## src/rtl/loader_pkg.sv

```systemverilog
// Shared types for the flash boot loader: FSM states, error codes and the
// status flag bundle that is registered alongside the state.
package loader_pkg;

  typedef enum logic [2:0] {
    IDLE  = 3'd0,
    COUNT = 3'd1,
    DATA  = 3'd2,
    CSUM  = 3'd3,
    DONE  = 3'd4,
    ERROR = 3'd5
  } loader_state_t;

  typedef enum logic [1:0] {
    ERR_NONE  = 2'd0,
    ERR_ALIGN = 2'd1,
    ERR_LEN   = 2'd2,
    ERR_CSUM  = 2'd3
  } err_code_t;

  typedef struct packed {
    logic core_rst;
    logic busy;
    logic done;
    logic err;
  } status_t;

  // Status flags implied by a state; stored with the state so outputs are registered.
  function automatic status_t state_status(loader_state_t s);
    status_t st;
    st.core_rst = (s != DONE);
    st.busy     = (s == COUNT) || (s == DATA) || (s == CSUM);
    st.done     = (s == DONE);
    st.err      = (s == ERROR);
    return st;
  endfunction

endpackage

```

## src/rtl/flash_loader_if.sv

```systemverilog
// Host word stream (valid/ready) and memory write port of the boot loader.
// master = host/memory side, slave = the loader.
interface flash_loader_if #(
  parameter int WIDTH = 32
);
  logic             in_valid;
  logic             in_ready;
  logic [WIDTH-1:0] in_data;
  logic             mem_wr_en;
  logic             mem_wr_ready;
  logic [WIDTH-1:0] mem_wr_addr;
  logic [WIDTH-1:0] mem_wr_data;

  modport master (
    output in_valid, in_data, mem_wr_ready,
    input  in_ready, mem_wr_en, mem_wr_addr, mem_wr_data
  );

  modport slave (
    input  in_valid, in_data, mem_wr_ready,
    output in_ready, mem_wr_en, mem_wr_addr, mem_wr_data
  );
endinterface

```

## src/rtl/loader_wr_reg.sv

```systemverilog
// One-entry write register in front of the memory write port. Address and
// data stay stable while a write waits for i_wr_ready; a load on the same
// edge as a completion refills the register without a bubble.
module loader_wr_reg #(
  parameter int WIDTH = 32
) (
  input  logic             clk,
  input  logic             rst,
  input  logic             i_load,
  input  logic [WIDTH-1:0] i_addr,
  input  logic [WIDTH-1:0] i_data,
  output logic             o_ready,
  output logic             o_wr_en,
  output logic [WIDTH-1:0] o_wr_addr,
  output logic [WIDTH-1:0] o_wr_data,
  input  logic             i_wr_ready
);

  logic             r_en;
  logic [WIDTH-1:0] r_addr;
  logic [WIDTH-1:0] r_data;

  // Load a new entry, or retire the current one when the memory takes it.
  always_ff @(posedge clk) begin
    if (rst) begin
      r_en   <= 1'b0;
      r_addr <= '0;
      r_data <= '0;
    end else if (i_load) begin
      r_en   <= 1'b1;
      r_addr <= i_addr;
      r_data <= i_data;
    end else if (r_en && i_wr_ready) begin
      r_en <= 1'b0;
    end
  end

  assign o_ready   = !r_en || i_wr_ready;
  assign o_wr_en   = r_en;
  assign o_wr_addr = r_addr;
  assign o_wr_data = r_data;

endmodule

```

## src/rtl/flash_loader.sv

```systemverilog
// Streaming boot loader: takes [base, count, data x count, checksum] from the
// host stream, writes the data words to consecutive word addresses and keeps
// the core in reset until the image checksum matches.
module flash_loader
  import loader_pkg::*;
#(
  parameter  int WIDTH     = 32,
  parameter  int MAX_WORDS = 1024,
  localparam int CNT_W     = $clog2(MAX_WORDS + 1)
) (
  input  logic             clk,
  input  logic             rst,
  input  logic             start,
  flash_loader_if.slave    bus,
  output logic             core_rst,
  output logic             busy,
  output logic             done,
  output logic             err,
  output logic [1:0]       err_code,
  output logic [CNT_W-1:0] words_loaded
);

  localparam int               BYTES      = WIDTH / 8;
  localparam logic [WIDTH-1:0] STEP       = WIDTH'(BYTES);
  localparam logic [WIDTH-1:0] ALIGN_MASK = WIDTH'(BYTES - 1);
  localparam logic [WIDTH-1:0] MAX_W      = WIDTH'(MAX_WORDS);

  loader_state_t    r_state;
  status_t          r_status;
  err_code_t        r_err_code;
  logic [WIDTH-1:0] r_base;
  logic [WIDTH-1:0] r_sum;
  logic [CNT_W-1:0] r_count;
  logic [CNT_W-1:0] r_words;

  logic             w_in_ready;
  logic             w_accept;
  logic             w_load;
  logic             w_wr_ready;
  logic             w_wr_en;
  logic [WIDTH-1:0] w_wr_addr;
  logic [WIDTH-1:0] w_wr_data;
  logic [WIDTH-1:0] w_load_addr;
  logic [WIDTH-1:0] w_csum_total;
  logic [CNT_W-1:0] w_words_inc;
  logic             w_misaligned;

  // Input acceptance: DATA is gated by the write register, CSUM waits for the last write to drain.
  always_comb begin
    w_in_ready = 1'b0;
    if (!rst) begin
      case (r_state)
        IDLE, COUNT: w_in_ready = 1'b1;
        DATA:        w_in_ready = w_wr_ready;
        CSUM:        w_in_ready = !w_wr_en;
        default:     w_in_ready = 1'b0;
      endcase
    end
  end

  assign w_accept     = bus.in_valid && w_in_ready;
  assign w_load       = w_accept && (r_state == DATA);
  assign w_load_addr  = r_base + WIDTH'(r_words) * STEP;
  assign w_csum_total = r_sum + bus.in_data;
  assign w_words_inc  = r_words + CNT_W'(1);
  assign w_misaligned = (bus.in_data & ALIGN_MASK) != '0;

  loader_wr_reg #(
    .WIDTH (WIDTH)
  ) u_wr_reg (
    .clk        (clk),
    .rst        (rst),
    .i_load     (w_load),
    .i_addr     (w_load_addr),
    .i_data     (bus.in_data),
    .o_ready    (w_wr_ready),
    .o_wr_en    (w_wr_en),
    .o_wr_addr  (w_wr_addr),
    .o_wr_data  (w_wr_data),
    .i_wr_ready (bus.mem_wr_ready)
  );

  // Frame parser FSM; status flags are registered together with each state change.
  always_ff @(posedge clk) begin
    if (rst) begin
      r_state    <= IDLE;
      r_status   <= state_status(IDLE);
      r_err_code <= ERR_NONE;
      r_base     <= '0;
      r_sum      <= '0;
      r_count    <= '0;
      r_words    <= '0;
    end else begin
      case (r_state)
        IDLE: begin
          if (w_accept) begin
            if (w_misaligned) begin
              r_state    <= ERROR;
              r_status   <= state_status(ERROR);
              r_err_code <= ERR_ALIGN;
            end else begin
              r_base   <= bus.in_data;
              r_state  <= COUNT;
              r_status <= state_status(COUNT);
            end
          end
        end
        COUNT: begin
          if (w_accept) begin
            r_sum   <= '0;
            r_words <= '0;
            if (bus.in_data > MAX_W) begin
              r_state    <= ERROR;
              r_status   <= state_status(ERROR);
              r_err_code <= ERR_LEN;
            end else if (bus.in_data == '0) begin
              r_count  <= '0;
              r_state  <= CSUM;
              r_status <= state_status(CSUM);
            end else begin
              r_count  <= CNT_W'(bus.in_data);
              r_state  <= DATA;
              r_status <= state_status(DATA);
            end
          end
        end
        DATA: begin
          if (w_accept) begin
            r_sum   <= r_sum + bus.in_data;
            r_words <= w_words_inc;
            if (w_words_inc == r_count) begin
              r_state  <= CSUM;
              r_status <= state_status(CSUM);
            end
          end
        end
        CSUM: begin
          if (w_accept) begin
            if (w_csum_total == '0) begin
              r_state  <= DONE;
              r_status <= state_status(DONE);
            end else begin
              r_state    <= ERROR;
              r_status   <= state_status(ERROR);
              r_err_code <= ERR_CSUM;
            end
          end
        end
        DONE: begin
          if (start) begin
            r_state  <= IDLE;
            r_status <= state_status(IDLE);
          end
        end
        ERROR: begin
          if (start) begin
            r_state    <= IDLE;
            r_status   <= state_status(IDLE);
            r_err_code <= ERR_NONE;
          end
        end
        default: begin
          r_state  <= IDLE;
          r_status <= state_status(IDLE);
        end
      endcase
    end
  end

  assign bus.in_ready    = w_in_ready;
  assign bus.mem_wr_en   = w_wr_en;
  assign bus.mem_wr_addr = w_wr_addr;
  assign bus.mem_wr_data = w_wr_data;

  assign core_rst     = r_status.core_rst;
  assign busy         = r_status.busy;
  assign done         = r_status.done;
  assign err          = r_status.err;
  assign err_code     = r_err_code;
  assign words_loaded = r_words;

endmodule

```

## src/flat_wrapper.sv

```systemverilog
// flat-port wrapper written by rule: the top's interface ports become plain ports
module flash_loader_flat import loader_pkg::*;
#(
  parameter  int WIDTH     = 32,
  parameter  int MAX_WORDS = 1024,
  localparam int CNT_W     = $clog2(MAX_WORDS + 1)
)
  (clk, rst, start, core_rst, busy, done, err, err_code, words_loaded, bus_in_valid, bus_in_data, bus_mem_wr_ready, bus_in_ready, bus_mem_wr_en, bus_mem_wr_addr, bus_mem_wr_data);
  flash_loader_if #(.WIDTH(WIDTH)) bus_i ();
  input  logic clk;
  input  logic rst;
  input  logic start;
  output logic core_rst;
  output logic busy;
  output logic done;
  output logic err;
  output logic [1:0] err_code;
  output logic [CNT_W-1:0] words_loaded;
  input wire logic [$bits(bus_i.in_valid)-1:0] bus_in_valid;
  input wire logic [$bits(bus_i.in_data)-1:0] bus_in_data;
  input wire logic [$bits(bus_i.mem_wr_ready)-1:0] bus_mem_wr_ready;
  output wire logic [$bits(bus_i.in_ready)-1:0] bus_in_ready;
  output wire logic [$bits(bus_i.mem_wr_en)-1:0] bus_mem_wr_en;
  output wire logic [$bits(bus_i.mem_wr_addr)-1:0] bus_mem_wr_addr;
  output wire logic [$bits(bus_i.mem_wr_data)-1:0] bus_mem_wr_data;
  assign bus_i.in_valid = bus_in_valid;
  assign bus_i.in_data = bus_in_data;
  assign bus_i.mem_wr_ready = bus_mem_wr_ready;
  assign bus_in_ready = bus_i.in_ready;
  assign bus_mem_wr_en = bus_i.mem_wr_en;
  assign bus_mem_wr_addr = bus_i.mem_wr_addr;
  assign bus_mem_wr_data = bus_i.mem_wr_data;
  flash_loader #(.WIDTH(WIDTH), .MAX_WORDS(MAX_WORDS)) u_core (.clk(clk), .rst(rst), .start(start), .bus(bus_i), .core_rst(core_rst), .busy(busy), .done(done), .err(err), .err_code(err_code), .words_loaded(words_loaded));
endmodule
```

## config.mk

```make
export PLATFORM = sky130hd
export DESIGN_NAME = flash_loader_flat
export DESIGN_NICKNAME = d
export VERILOG_FILES = /design/src/rtl/loader_pkg.sv /design/src/rtl/flash_loader_if.sv /design/src/rtl/loader_wr_reg.sv /design/src/rtl/flash_loader.sv /design/src/flat_wrapper.sv
export SDC_FILE = /design/constraint.sdc
export NUM_CORES = 1
export LEC_CHECK = 0
export ABC_AREA = 0
export CAP_MARGIN = 10
export CORE_ASPECT_RATIO = 0.9
export CORE_MARGIN = 3
export CORE_UTILIZATION = 55
export DETAILED_ROUTE_END_ITERATION = 12
export PLACE_DENSITY_LB_ADDON = 0.2
export SLEW_MARGIN = 10
export SYNTH_ARGS = -nofsm -noshare
export SYNTH_HDL_FRONTEND = slang
export SYNTH_HIERARCHICAL = 1
export SYNTH_SLANG_ARGS = --single-unit
```

## constraint.sdc

```tcl
create_clock -name clk -period 10.24 [get_ports clk]
set_input_delay 2.56 -clock clk [delete_from_list [all_inputs] [get_ports clk]]
set_output_delay 2.56 -clock clk [all_outputs]
set_load 0.02 [all_outputs]
```

==> out/qor.yml <==
gp_congestion: 0.9280
grt_overflow_total: 0
synthesis.nets: 1153
worstRegToRegCells: 8
ys_warn_count: 6
whs_ns: 0.4659
reg2reg_from: "u_core/r_state[0]"
wl_um: 24310
synth_cell_types: 66
ys_seq_elements: 160
finalCritPeriodShare_pct: 66.98
crit_fanout: 3
grt_max_degree: 102
num_rows: 43
p_sw_uw: 401.2
crit_top_cell: "clkdlybuf4s50_1"
combinationalPowerShare_pct: 10.5
pwr-share-clk_pct: 44.4
cts_tree: "yes"
routed-via-count: 8141
die_h_um: 126.5
p_int_mw: 1.021
syn_avg_cell_area_um2: 8.288
wire_per_inst_um: 17.70
cap_violations: 0
path_buf_inv: 2
cts_resized: 0
synth_edf_count: 0
hp-start: "u_core/r_base[6]"
power_leakage_nw: 4.060
seq_area_frac_synth_pct: 36.09
fmax_mhz: 145.8
core_um2: 15600
hold_path_depth: 2
clkSinkCount: 160
p_seq_share_pct: 45.1
rsz0062_at_grt: "no"
antenna_found_initial: 0
crit_slowest_cell: "clkdlybuf4s50_1"
first_iter_violations: 789
hold_viol_final: 0
ir_worst_vdd_uv: 121.3
endpoint_kind: "primary output"
status: "finished, final reports clean"
skew_ns: 0.01498
cp.required_ns: 7.68
cp_slowest_stage_delay_ns: 0.68
p_per_area_nw_per_um2: 133.7
cp.depth: 5
relSlewSlack_pct: 27.59
clock-root-buffer: "clkbuf_16"
final_area_um2: 10640
placed_area_um2: 10050
ant_nets: 0
path_cells: "clkdlybuf4s50_1, nand2b_1, o21ai_0, a211oi_1, clkdlybuf4s50_1"
drc: 0
layout_common_cells: "nor2_1 (163), dfxtp_1 (160), clkdlybuf4s50_1 (118), nand2_1 (113), a21oi_1 (93)"
grt_pass1_vias: 7465
dr.pass1.iters: 6
reg2reg_slack_ns: 6.19
dpl.hpwl_um: 17020
clock_latency_ns: 0.44
synth_flop_cell: "dfxtp_1"
vias_per_cell: 5.929
cts-htree-levels: 4
cp_top_family: "buffers and inverters"
tns_ns: 0
grt_use_total_pct: 26.72
clkTransAtPathRegs_ns: 0.07
cts-buffers-inserted: 17
top_level_ports: 120
diodes: 0
post_cts_buffers: 0
syn_inst: 1071
setup_violations: 0
start_kind: "primary input"
path_class: "in2out"
die_area_um2: 17700
async_flop_share_pct: 0
initial_utilization_pct: 56.89
hold_class: "reg2reg"
clk_path_buf_depth: 2
grt_pass1_wl_um: 38650
drv_slew: 0
syn_area_um2: 8876
numPortBuffers: 119
cts_hold_buffers: 0
worstReg2RegEnd: "u_core/u_wr_reg/o_wr_data[24]"
syn_to_final_growth_pct: 19.85
drive_above_1_share_pct: 4.099
final.min_clock_period_ns: 6.859
final_nets: 1240
switching_share_pct: 28.22
worst_pin_slew_ns: 1.086
cp_data_arrival_time_ns: 4.30
fp.dieW_um: 139.9
mostFrequentLayoutCell: "nor2_1"
holdPathEnd: "u_core/r_base[6]"
[metal layers]
metal / up-vias / part of all wire [%] / GRT usage, %
met2: 322 / 44 / 40.71
met3: 34 / 7.3 / 4.900
li1: 3961 / - / -
met5: - / 0 / 0
met4: 0 / 1.4 / 7.692
met1: 3824 / 47 / 38.90
[cell type report]
class / count / area [µm²]
inverters: 19 / 73.82
clock buffers: 18 / 439.2
multi-input cells: 836 / 5295
clock inverters: 14 / 147.6
repair buffers: 124 / 1226
well taps: 202 / 252.7
fillers: 1328 / 4965
flip-flops and latches: 160 / 3203
[stage by stage]
stage               util [%]  power, mW  setup slack, ns  cells
finish                 68.18      1.422            3.381   1373
global route           68.18      1.471            3.244   1373
CTS                    68.18      1.427            3.381   1373
detailed placement     64.42     0.8013            3.392   1341
global placement       64.42     0.8003            3.480   1341
floorplan                  -     0.7464            4.285   1071
[power groups by stage]
stage / sequential (mW) / clock [mW] / combinational (mW)
3_3_place_gp: 0.655 / 0 / 0.146
5_1_grt: 0.642 / 0.667 / 0.162
4_1_cts: 0.640 / 0.640 / 0.147
2_1_floorplan: 0.656 / 0 / 0.0906
3_5_place_dp: 0.655 / 0 / 0.147
6_report: 0.641 / 0.632 / 0.149
[worst max-delay path by stage]
stage                     startpoint            to  slack (ns)
floorplan           bus_mem_wr_ready  bus_in_ready        4.28
global placement    bus_mem_wr_ready  bus_in_ready        3.48
detailed placement  bus_mem_wr_ready  bus_in_ready        3.39
CTS                 bus_mem_wr_ready  bus_in_ready        3.38
global route        bus_mem_wr_ready  bus_in_ready        3.24
finish              bus_mem_wr_ready  bus_in_ready        3.38
[cells by family (layout without fill, tap and decap cells)]
kind of cell	count (synthesis)	count (layout)	share of synthesized area [%]
buffers and inverters	75	175	4.370
AOI/OAI and AO/OA	241	241	17.03
muxes	75	75	8.458
adders and majority gates	45	45	6.513
and+or+nand+nor	407	407	20.83
xor gates and xnor gates	68	68	6.710
DFF	160	160	36.09
[sequential cells by signal, indices dropped and copies added (netlist names)]
signal                     cells
u_core/words_loaded           11
u_core/core_rst                1
u_core/err_code                2
u_core/u_wr_reg/o_wr_addr     32
u_core/r_state                 3
u_core/err                     1
u_core/r_count                11
u_core/u_wr_reg/o_wr_data     32
u_core/r_sum                  32
u_core/u_wr_reg/o_wr_en        1
u_core/done                    1
u_core/r_base                 32
u_core/busy                    1
[cell usage after synthesis (3+ instances only)]
master	instances	area [µm²]
mux2i_1	75	750.7
xor2_1	29	254.0
a21o_1	9	67.56
o211ai_1	7	52.55
ha_1	43	538.0
nand3b_1	6	45.04
buf_1	8	30.03
and3_1	18	112.6
a2111oi_0	4	35.03
o2111ai_1	3	26.28
clkbuf_1	37	138.9
o21a_1	12	90.09
nor3_1	18	90.09
nor4_1	12	75.07
nand2_1	113	424.2
and4_1	4	35.03
nor2_1	163	611.8
a211oi_1	7	52.55
nand4_1	8	50.05
xnor2_1	39	341.6
a211o_1	5	43.79
nand2b_1	8	50.05
a21oi_1	93	465.5
nor2b_1	8	50.05
o21ai_0	39	195.2
o21ai_1	3	15.01
or4_1	6	45.04
inv_1	17	63.81
nand3_1	24	120.1
dfxtp_1	160	3203
buf_12	5	100.1
or3_1	5	31.28
a21boi_0	4	30.03
o21bai_1	4	30.03
and2_1	5	31.28
a22oi_1	28	210.2
a221oi_1	3	26.28
[worst reg2reg max path: cells and delay by family, from the launching register on]
kind	cells	cell delay (ns)
compound gates	2	0.59
buf+inv	2	1.45
flops	1	0.60
mux	1	0.31
simple gates	3	0.94
(Power assumes the default switching activity.)
